--- src/rtl/bt_pkg.sv ---
// Shared UART framing constants and FSM state type for the Bluetooth TX path.
// No logic; compile-time definitions only.
// Also consumed by the fault-message generator for EOM and baud settings.
package bt_pkg;

  typedef enum logic [1:0] {
    IDLE  = 2'd0,
    START = 2'd1,
    DATA  = 2'd2,
    STOP  = 2'd3
  } tx_state_t;

  localparam logic UART_START_BIT = 1'b0;
  localparam logic UART_STOP_BIT  = 1'b1;
  localparam int   UART_DATA_BITS = 8;

  localparam logic [7:0] EOM_CHAR_DEFAULT = 8'h23;  // '#'

  localparam int CLK_FREQ_HZ          = 50_000_000;
  localparam int BAUD_RATE            = 115_200;
  localparam int CLKS_PER_BIT_DEFAULT = CLK_FREQ_HZ / BAUD_RATE;  // 434

endpackage

--- src/rtl/bt_byte_fifo.sv ---
// Single-clock show-ahead byte FIFO; rd_data is valid whenever empty is low.
// Latency: a write is visible on rd_data/empty one edge after it is taken.
// Backpressure: writes while full and reads while empty are ignored.
module bt_byte_fifo #(
  parameter int WIDTH = 8,
  parameter int DEPTH = 16
) (
  input  logic                   clk_50M,
  input  logic                   reset,
  input  logic                   wr_en,
  input  logic [WIDTH-1:0]       wr_data,
  input  logic                   rd_en,
  output logic [WIDTH-1:0]       rd_data,
  output logic                   full,
  output logic                   empty,
  output logic [$clog2(DEPTH):0] count
);

  localparam int PTR_W = $clog2(DEPTH);

  logic [WIDTH-1:0] r_mem [DEPTH];
  logic [PTR_W-1:0] r_wr_ptr;
  logic [PTR_W-1:0] r_rd_ptr;
  logic [PTR_W:0]   r_count;
  logic             w_do_wr;
  logic             w_do_rd;

  // Full/empty come from the occupancy register; pointers wrap naturally.
  assign full    = (r_count == (PTR_W+1)'(DEPTH));
  assign empty   = (r_count == '0);
  assign count   = r_count;
  assign rd_data = r_mem[r_rd_ptr];
  assign w_do_wr = wr_en && !full;
  assign w_do_rd = rd_en && !empty;

  // Storage array; contents need no reset because count gates visibility.
  always_ff @(posedge clk_50M) begin
    if (w_do_wr) begin
      r_mem[r_wr_ptr] <= wr_data;
    end
  end

  // Pointer and occupancy update; simultaneous read and write keep count.
  always_ff @(posedge clk_50M) begin
    if (reset) begin
      r_wr_ptr <= '0;
      r_rd_ptr <= '0;
      r_count  <= '0;
    end else begin
      if (w_do_wr) r_wr_ptr <= r_wr_ptr + 1'b1;
      if (w_do_rd) r_rd_ptr <= r_rd_ptr + 1'b1;
      case ({w_do_wr, w_do_rd})
        2'b10:   r_count <= r_count + 1'b1;
        2'b01:   r_count <= r_count - 1'b1;
        default: r_count <= r_count;
      endcase
    end
  end

endmodule

--- src/rtl/bt_uart_tx.sv ---
// 8N1 UART transmitter with input byte FIFO, LSB first, frame/EOM strobes.
// Latency: byte accepted at edge E0 into an idle, empty path drives start bit at E0+1.
// Backpressure: in_ready = !full from registered state; offers while full are dropped and latch overflow.
module bt_uart_tx
  import bt_pkg::*;
#(
  parameter int         CLKS_PER_BIT = CLKS_PER_BIT_DEFAULT,
  parameter int         FIFO_DEPTH   = 16,
  parameter logic [7:0] EOM_CHAR     = EOM_CHAR_DEFAULT
) (
  input  logic                          clk_50M,
  input  logic                          reset,
  input  logic [7:0]                    in_data,
  input  logic                          in_valid,
  output logic                          in_ready,
  output logic                          uart_tx,
  output logic                          tx_busy,
  output logic [$clog2(FIFO_DEPTH):0]   fifo_count,
  output logic                          overflow,
  output logic                          frame_done,
  output logic                          eom_sent
);

  localparam int              CNT_W    = $clog2(CLKS_PER_BIT);
  localparam logic [CNT_W-1:0] CNT_LAST = CNT_W'(CLKS_PER_BIT - 1);
  localparam logic [2:0]      IDX_LAST = 3'(UART_DATA_BITS - 1);

  logic             w_fifo_full;
  logic             w_fifo_empty;
  logic [7:0]       w_fifo_rd_data;
  logic             w_push;
  logic             w_pop;

  tx_state_t        r_state;
  tx_state_t        w_state_nxt;
  logic [CNT_W-1:0] r_bit_cnt;
  logic [CNT_W-1:0] w_bit_cnt_nxt;
  logic [2:0]       r_bit_idx;
  logic [2:0]       w_bit_idx_nxt;
  logic [7:0]       r_tx_byte;
  logic [7:0]       w_tx_byte_nxt;
  logic             r_tx;
  logic             w_tx_nxt;
  logic             r_overflow;

  assign in_ready = !w_fifo_full;
  assign w_push   = in_valid && in_ready;

  bt_byte_fifo #(
    .WIDTH (8),
    .DEPTH (FIFO_DEPTH)
  ) u_fifo (
    .clk_50M (clk_50M),
    .reset   (reset),
    .wr_en   (w_push),
    .wr_data (in_data),
    .rd_en   (w_pop),
    .rd_data (w_fifo_rd_data),
    .full    (w_fifo_full),
    .empty   (w_fifo_empty),
    .count   (fifo_count)
  );

  // Sticky record that an offered byte was dropped because the FIFO was full.
  always_ff @(posedge clk_50M) begin
    if (reset) begin
      r_overflow <= 1'b0;
    end else if (in_valid && !in_ready) begin
      r_overflow <= 1'b1;
    end
  end

  // FSM state, bit timing counters, held byte and registered line driver.
  always_ff @(posedge clk_50M) begin
    if (reset) begin
      r_state   <= IDLE;
      r_bit_cnt <= '0;
      r_bit_idx <= '0;
      r_tx_byte <= '0;
      r_tx      <= UART_STOP_BIT;
    end else begin
      r_state   <= w_state_nxt;
      r_bit_cnt <= w_bit_cnt_nxt;
      r_bit_idx <= w_bit_idx_nxt;
      r_tx_byte <= w_tx_byte_nxt;
      r_tx      <= w_tx_nxt;
    end
  end

  // Next-state logic; the line value is computed one cycle ahead so uart_tx is a flop.
  always_comb begin
    w_state_nxt   = r_state;
    w_bit_cnt_nxt = r_bit_cnt;
    w_bit_idx_nxt = r_bit_idx;
    w_tx_byte_nxt = r_tx_byte;
    w_tx_nxt      = r_tx;
    w_pop         = 1'b0;

    case (r_state)
      IDLE: begin
        w_tx_nxt = UART_STOP_BIT;
        if (!w_fifo_empty) begin
          w_pop         = 1'b1;
          w_tx_byte_nxt = w_fifo_rd_data;
          w_tx_nxt      = UART_START_BIT;
          w_bit_cnt_nxt = '0;
          w_state_nxt   = START;
        end
      end

      START: begin
        if (r_bit_cnt == CNT_LAST) begin
          w_bit_cnt_nxt = '0;
          w_bit_idx_nxt = '0;
          w_tx_nxt      = r_tx_byte[0];
          w_state_nxt   = DATA;
        end else begin
          w_bit_cnt_nxt = r_bit_cnt + 1'b1;
        end
      end

      DATA: begin
        if (r_bit_cnt == CNT_LAST) begin
          w_bit_cnt_nxt = '0;
          if (r_bit_idx == IDX_LAST) begin
            w_tx_nxt    = UART_STOP_BIT;
            w_state_nxt = STOP;
          end else begin
            w_bit_idx_nxt = r_bit_idx + 3'd1;
            w_tx_nxt      = r_tx_byte[w_bit_idx_nxt];
          end
        end else begin
          w_bit_cnt_nxt = r_bit_cnt + 1'b1;
        end
      end

      STOP: begin
        if (r_bit_cnt == CNT_LAST) begin
          w_bit_cnt_nxt = '0;
          // Chain straight into the next start bit when more bytes are queued.
          if (!w_fifo_empty) begin
            w_pop         = 1'b1;
            w_tx_byte_nxt = w_fifo_rd_data;
            w_tx_nxt      = UART_START_BIT;
            w_state_nxt   = START;
          end else begin
            w_tx_nxt    = UART_STOP_BIT;
            w_state_nxt = IDLE;
          end
        end else begin
          w_bit_cnt_nxt = r_bit_cnt + 1'b1;
        end
      end

      default: begin
        w_tx_nxt    = UART_STOP_BIT;
        w_state_nxt = IDLE;
      end
    endcase
  end

  // Strobes are decodes of registered state, high for the last stop-bit cycle.
  assign uart_tx    = r_tx;
  assign tx_busy    = (r_state != IDLE);
  assign overflow   = r_overflow;
  assign frame_done = (r_state == STOP) && (r_bit_cnt == CNT_LAST);
  assign eom_sent   = frame_done && (r_tx_byte == EOM_CHAR);

endmodule
--- config.mk ---
export PLATFORM = sky130hd
export DESIGN_NAME = bt_uart_tx
export DESIGN_NICKNAME = d
export VERILOG_FILES = /design/src/rtl/bt_pkg.sv /design/src/rtl/bt_byte_fifo.sv /design/src/rtl/bt_uart_tx.sv
export SDC_FILE = /design/constraint.sdc
export NUM_CORES = 1
export LEC_CHECK = 0
export BUFFER_PORTS_ARGS = -buffer_cell sky130_fd_sc_hd__clkbuf_2
export CAP_MARGIN = 25
export CELL_PAD_IN_SITES_DETAIL_PLACEMENT = 2
export CELL_PAD_IN_SITES_GLOBAL_PLACEMENT = 2
export CORE_MARGIN = 2
export CORE_UTILIZATION = 45
export DETAILED_ROUTE_END_ITERATION = 12
export PLACE_DENSITY = 0.79
export REMOVE_ABC_BUFFERS = 1
export SYNTH_ARGS = -nofsm -noshare
export SYNTH_HDL_FRONTEND = slang
export SYNTH_SLANG_ARGS = --single-unit
--- constraint.sdc ---
create_clock -name clk_50M -period 4.6 [get_ports clk_50M]
set_clock_uncertainty 0.15 [all_clocks]
set_input_delay 0.92 -clock clk_50M [delete_from_list [all_inputs] [get_ports clk_50M]]
set_output_delay 0.92 -clock clk_50M [all_outputs]
set_load 0.1 [all_outputs]
# == Word level (Yosys, flattened, before mapping) ==
# Memory sizes are Yosys's and may differ from the RTL's. A register that Yosys moved wholly into a read port is not among the register bits.
# Cells that the tools add are included.
# Widths: inputs -> output; s select.
# op_classes
reduce_logical,19
muxes,33
magnitude_cmp,1
eq_ne,15
addsub,6
# op_table
operator,n
$mux 9,2
$pmux 9 s2,1
$mux 8,2
$pmux 8 s2,1
$ne 2x2->1 const B,6
$mux 1,11
$mux 2,5
$pmux 5 s2,1
$add 9x1->9 const B,1
$eq 9x9->1 const B,1
$mux 3,3
$add 4x1->4 const B,2
$eq 8x6->1 const B,1
$mux 4,2
$pmux 2 s4,1
$reduce_bool 2->1,4
$eq 2x2->1 const B,3
$logic_and 1x1->1,6
$pmux 3 s2,1
$add 5x1->5 const B,1
$eq 5x5->1 const B,1
$logic_not 5->1,1
$reduce_and 5->1,1
$sub 5x1->5 const B,1
13 further kinds,15
# totals
mem_count,1
word_cells,84
output_inout_bits,11
regBits,37
mem_bits_rw,128
# memory_table
name,words,width,rd,rd_ports_with_merged_regs,write_ports,line,rtl
u_fifo.r_mem,16,8,1,1,1,bt_byte_fifo.sv:21,logic [WIDTH-1:0] r_mem [DEPTH];

# == Logic depth before layout (Yosys ltp) ==
# logic_depth
depth_word,7
ltp_mapped,14

# == Cells and area by module ==
# Synthesis repeated with hierarchy kept, for this count alone.
# hier_totals
cells_unflattened,477
area_unflattened_um2,7229.4
# modules_own_cells
mod,seq_area_each_um2,cells_per_inst,n_inst,area_each_um2
bt_byte_fifo,4184.0,330,1,5891.9
bt_uart_tx,480.5,147,1,1337.5

# == Worst setup path before layout ==
# Ideal clock, no wire load.
# synth_path
kind,register to register
start,reg r_bit_cnt[3]
end,reg u_fifo.r_count[4] (netlist: u_fifo.count[4])
setup_ns,0.121
path_buffers,2
arrival_ns,4.215
t_required_ns,4.329
synth_period_minus_slack_ns,4.485
stages_incl_launch_ff,14
path_slack_ns,0.115
path_cell_list,dfxtp_1 -> or4b_1 -> buf_2 -> nor3_2 -> o21a_1 -> ha_1 -> clkbuf_1 -> xor2_1 -> ha_1 -> o21a_1 -> o21ai_0 -> nand2b_1 -> a211oi_1 -> mux2_2
# synth_via
elab_chain_len,6
# synth_rtl
item,line,rtl
from (decl),bt_uart_tx.sv:36,logic [CNT_W-1:0] r_bit_cnt;
from (signal assigned),bt_uart_tx.sv:83,r_bit_cnt <= w_bit_cnt_nxt;
$eq 9x9->1 *,bt_uart_tx.sv:138,if (r_bit_cnt == CNT_LAST) begin
$mux 1 *,bt_uart_tx.sv:138,
$pmux 1 s2 *,bt_uart_tx.sv:99,case (r_state)
$logic_and 1x1->1 *,bt_byte_fifo.sv:34,assign w_do_rd = rd_en && !empty;
$eq 2x1->1 or $eq 2x2->1 (tied branches),bt_byte_fifo.sv:52,"case ({w_do_wr, w_do_rd})"
$pmux 5 s2 or $reduce_bool 2->1 (tied branches),--,
to (signal assigned),bt_byte_fifo.sv:53,2'b10: r_count <= r_count + 1'b1;
to (signal assigned),bt_byte_fifo.sv:54,2'b01: r_count <= r_count - 1'b1;
to (signal assigned),bt_byte_fifo.sv:55,default: r_count <= r_count;
to (decl),bt_byte_fifo.sv:24,logic [PTR_W:0] r_count;
# Every way passes the cells marked *; elsewhere a longest branch is shown, timed or not.
# A chain may end at the register's enable or synchronous reset.

# == Final worst setup path ==
# Ends and elaborated chain as after synthesis.

==> run_results.csv <==
group,metric,value,unit
floorplanning,die-height,129,µm
clock_tree,clk_transition_reported_paths,70,ps
yosys,synth_top_area_share,54.3,%
timing,fin_hold_ws,341,ps
routing,route.final.wire_length,17.8,mm
routing,initial_drt_markers,241,
power,share_seq_of_total_power,41.7,%
yosys,postSynthRegisterBits,169,
clock_tree,cts.repair_timing.setup_buffer_count,0,
yosys,netlist-cell-type-count,52,
worst_hold_path,hp-class,"reg2reg",
power,power_leakage,2.66,nW
cells_and_area,seq_area,4670,µm²
routing,number_of_iterations_in_the_first_detailed_routing_pass,4,
routing,detail_route.drc_violations,0,
cells_and_area,synthToLayoutAreaGrowth,13.0,%
floorplanning,initial_utilization,46.4,%
grt,pin_count_of_the_biggest_net_entering_global_routing,35,
yosys,synth_top_family_by_area,"multiplexers",
floorplanning,pin_count,22,
run,max-cap-violations,0,
timing,drv_slew,0,
worst_setup_path,worst-endpoint-arrival,3790,ps
timing,fin_tns_setup,0,ps
power,net_sw_share,35.5,%
worst_setup_path,critical_register_to_register_path_startpoint,"r_bit_cnt[3]$_SDFFE_PP0P_",
yosys,synthesis.instances,460,
cells_and_area,instances_no_fill,711,
placement,postPlaceCellArea,7400,µm²
routing,dr_total_vias,4015,
floorplanning,die_area,16700,µm²
clock_tree,cts_root_buffer,"clkbuf_16",
power,power.net_switching,1.59,mW
yosys,yosys.area_share.adder,3.18,%
yosys,muxShareOfSynthArea,13.1,%
worst_setup_path,worst-endpoint-required,4770,ps
floorplanning,fp-row-count,45,
routing,postRouteAntennaNets,0,
clock_tree,postCtsHoldBufs,0,
cells_and_area,post-route-util,52.4,%
outcome,run_status,"completed",
power,power_per_cell_area,561,nW/µm²
clock_tree,max_h_tree_level,4,
timing,timing.final.crit_share,78.7,%
timing,timing.final.hold_violations,0,
worst_setup_path,r2r_slack,980,ps
yosys,ys_seq_area_share,65.9,%
yosys,yosys_most_used_dff,"edfxtp_1",
grt,grt_first_pass_wirelength,27.6,mm
yosys,synth.top_cells.by_count,"128 x edfxtp_1, 49 x nor2_1, 41 x dfxtp_1",
timing,setup_violations,0,
timing,worst_slew_margin_rel,39.1,%
clock_tree,cts-buffers-inserted,17,
placement,io_buffers,21,
yosys,mean_syn_cell_area,15.4,µm²
clock_tree,cts_tree,"yes",
yosys,synth-compound-area-share,6.53,%
cells_and_area,nNetsFinal,516,
power,cellInternalPower,2.89,mW
yosys,synth.largest_area_cell,"edfxtp_1",
worst_setup_path,worstSetupEndpoint,"u_fifo.count[4]$_SDFFE_PP0P_",
placement,dp_cells,677,
power,p_clk_share,29.7,%
routing,wire_per_inst,25.0,µm
cells_and_area,antenna_diode_count,0,
yosys,synth.cell_area,7070,µm²
worst_setup_path,critPathLaunchType,"register",
floorplanning,core_area,15300,µm²
worst_setup_path,rr_worst_depth,11,
placement,gp_congestion,0.779,
yosys,synth-xor-area-share,1.36,%
timing,worst_tran_pin_value,910,ps
clock_tree,cts.path.max_buffers,2,
yosys,synth_most_common_cell,"edfxtp_1",
placement,final_hpwl_dp,11.9,mm
clock_tree,clock_sinks,169,
yosys,synth_edf_count,128,
cells_and_area,multi_input_area,2270,µm²
timing,final_period_minus_worst_setup_slack,3620,ps
worst_setup_path,cp-startpoint,"r_bit_cnt[3]$_SDFFE_PP0P_",
routing,drt-vias-per-instance,5.65,
grt,grt_util_all_layers,23.2,%
yosys,synthArstFlopShare,0,%
timing,clock.fmax,276,MHz
clock_tree,clock_latency,430,ps
cells_and_area,num-fill-cells,1374,
worst_setup_path,crit_path_max_fanout,7,
worst_setup_path,worst_r2r_endpoint,"u_fifo.count[4]$_SDFFE_PP0P_",
grt,globalRoute.totalOverflow,0,
timing,grt_setup_unrepaired,"no",
power,comb_power_share,28.6,%
yosys,main_area_contributors_after_synthesis,"edfxtp_1 54%, dfxtp_1 12%, mux4_2 11%",
clock_tree,cts_resized,0,
yosys,synth_simple_gate_area_share,7.89,%
cells_and_area,stdcell_area,7990,µm²
worst_setup_path,timing_worst_setup_path_type,"reg2reg",
cells_and_area,post_route_cells_drive_above_1_share,20.4,%
power,irDropWorstVdd,0.337,mV
yosys,synth-warning-count,0,
grt,grt_pass1_vias,4512,
worst_setup_path,endpoint_kind,"register",
floorplanning,die_w,129,µm
grt,grt_antenna_before_repair,0,
==> layout by cell type (no fill, tap or decap), types with 5 or more instances in the layout <==
cell	netlist	layout
nor3_1	7	7
a21oi_1	21	21
ha_1	18	18
nand3_1	5	5
nor2_1	49	49
a22o_1	9	9
nor2b_1	12	12
mux4_2	34	34
xor2_1	8	8
edfxtp_1	128	128
clkbuf_2	0	21
buf_4	3	8
inv_6	0	7
nand2_1	14	14
clkbuf_16	0	17
dfxtp_1	41	40
mux2i_1	15	15
o21ai_0	6	6
a211oi_1	10	10
inv_1	10	10
==> flip-flops by register name, summed over array words and instances (netlist names), named ones only <==
name	count
u_fifo.r_mem	128
r_bit_cnt	9
r_tx_byte	8
u_fifo.count	5
u_fifo.r_rd_ptr	4
u_fifo.r_wr_ptr	4
r_bit_idx	3
r_state	2
overflow	1
uart_tx	1
==> layout make-up <==
cell class | instances | area share [%]
clock buffer | 18 | 5.37
clock inverter | 14 | 1.36
inverter | 10 | 0.470
multi-input combinational | 258 | 28.4
sequential | 169 | 58.4
tap | 211 | 3.30
timing repair buffer | 31 | 2.75
==> critical path: stages (launching register included) <==
cell	delay (ps)
dfxtp_1	370
or4b_1	640
nor3_2	320
o21a_1	270
ha_1	370
xor2_1	120
ha_1	240
o21a_1	180
o21ai_0	180
nand2b_1	80
a211oi_1	240
mux2_2	350
==> worst min path at each step <==
stage	from	endpoint	slack, ps	cells past startpoint
2_1_floorplan	r_bit_cnt[8]$_SDFFE_PP0P_	r_bit_cnt[8]$_SDFFE_PP0P_	290	1
3_3_place_gp	overflow$_SDFFE_PP0P_	overflow$_SDFFE_PP0P_	300	2
3_5_place_dp	overflow$_SDFFE_PP0P_	overflow$_SDFFE_PP0P_	330	2
4_1_cts	overflow$_SDFFE_PP0P_	overflow$_SDFFE_PP0P_	350	2
5_1_grt	overflow$_SDFFE_PP0P_	overflow$_SDFFE_PP0P_	370	2
6_report	overflow$_SDFFE_PP0P_	overflow$_SDFFE_PP0P_	340	2
==> cell families after synthesis <==
group                      count (synthesis)
and+or+nand+nor                          112
DFF                                      169
buffers and inverters                     33
xor gates and xnor gates                  11
muxes                                     50
adders and majority gates                 18
AOI/OAI and AO/OA                         67
==> metrics by stage <==
stage | total power [mW] | setup slack, ps
after floorplan | 2.79 | 179
after global placement | 3.09 | 1140
after detailed placement | 3.19 | 991
after CTS | 4.52 | 983
after global routing | 4.70 | 751
final | 4.49 | 981
==> power by group through the flow <==
stage | sequential (mW) | combinational (mW) | clock [mW]
after detailed placement | 1.91 | 1.28 | 0
after global placement | 1.89 | 1.20 | 0
final | 1.87 | 1.28 | 1.33
after global routing | 1.89 | 1.40 | 1.41
after CTS | 1.87 | 1.30 | 1.35
after floorplan | 2.02 | 0.772 | 0
==> per-layer routing <==
layer	global-route usage, %	routed length (µm)	up-vias
met5	0	0	-
met4	5.95	167	0
met3	4.58	513	13
met2	41.6	9640	68
met1	28.9	7480	2107
li1	-	-	1827
No activity file was read; power rests on OpenSTA's default activity.
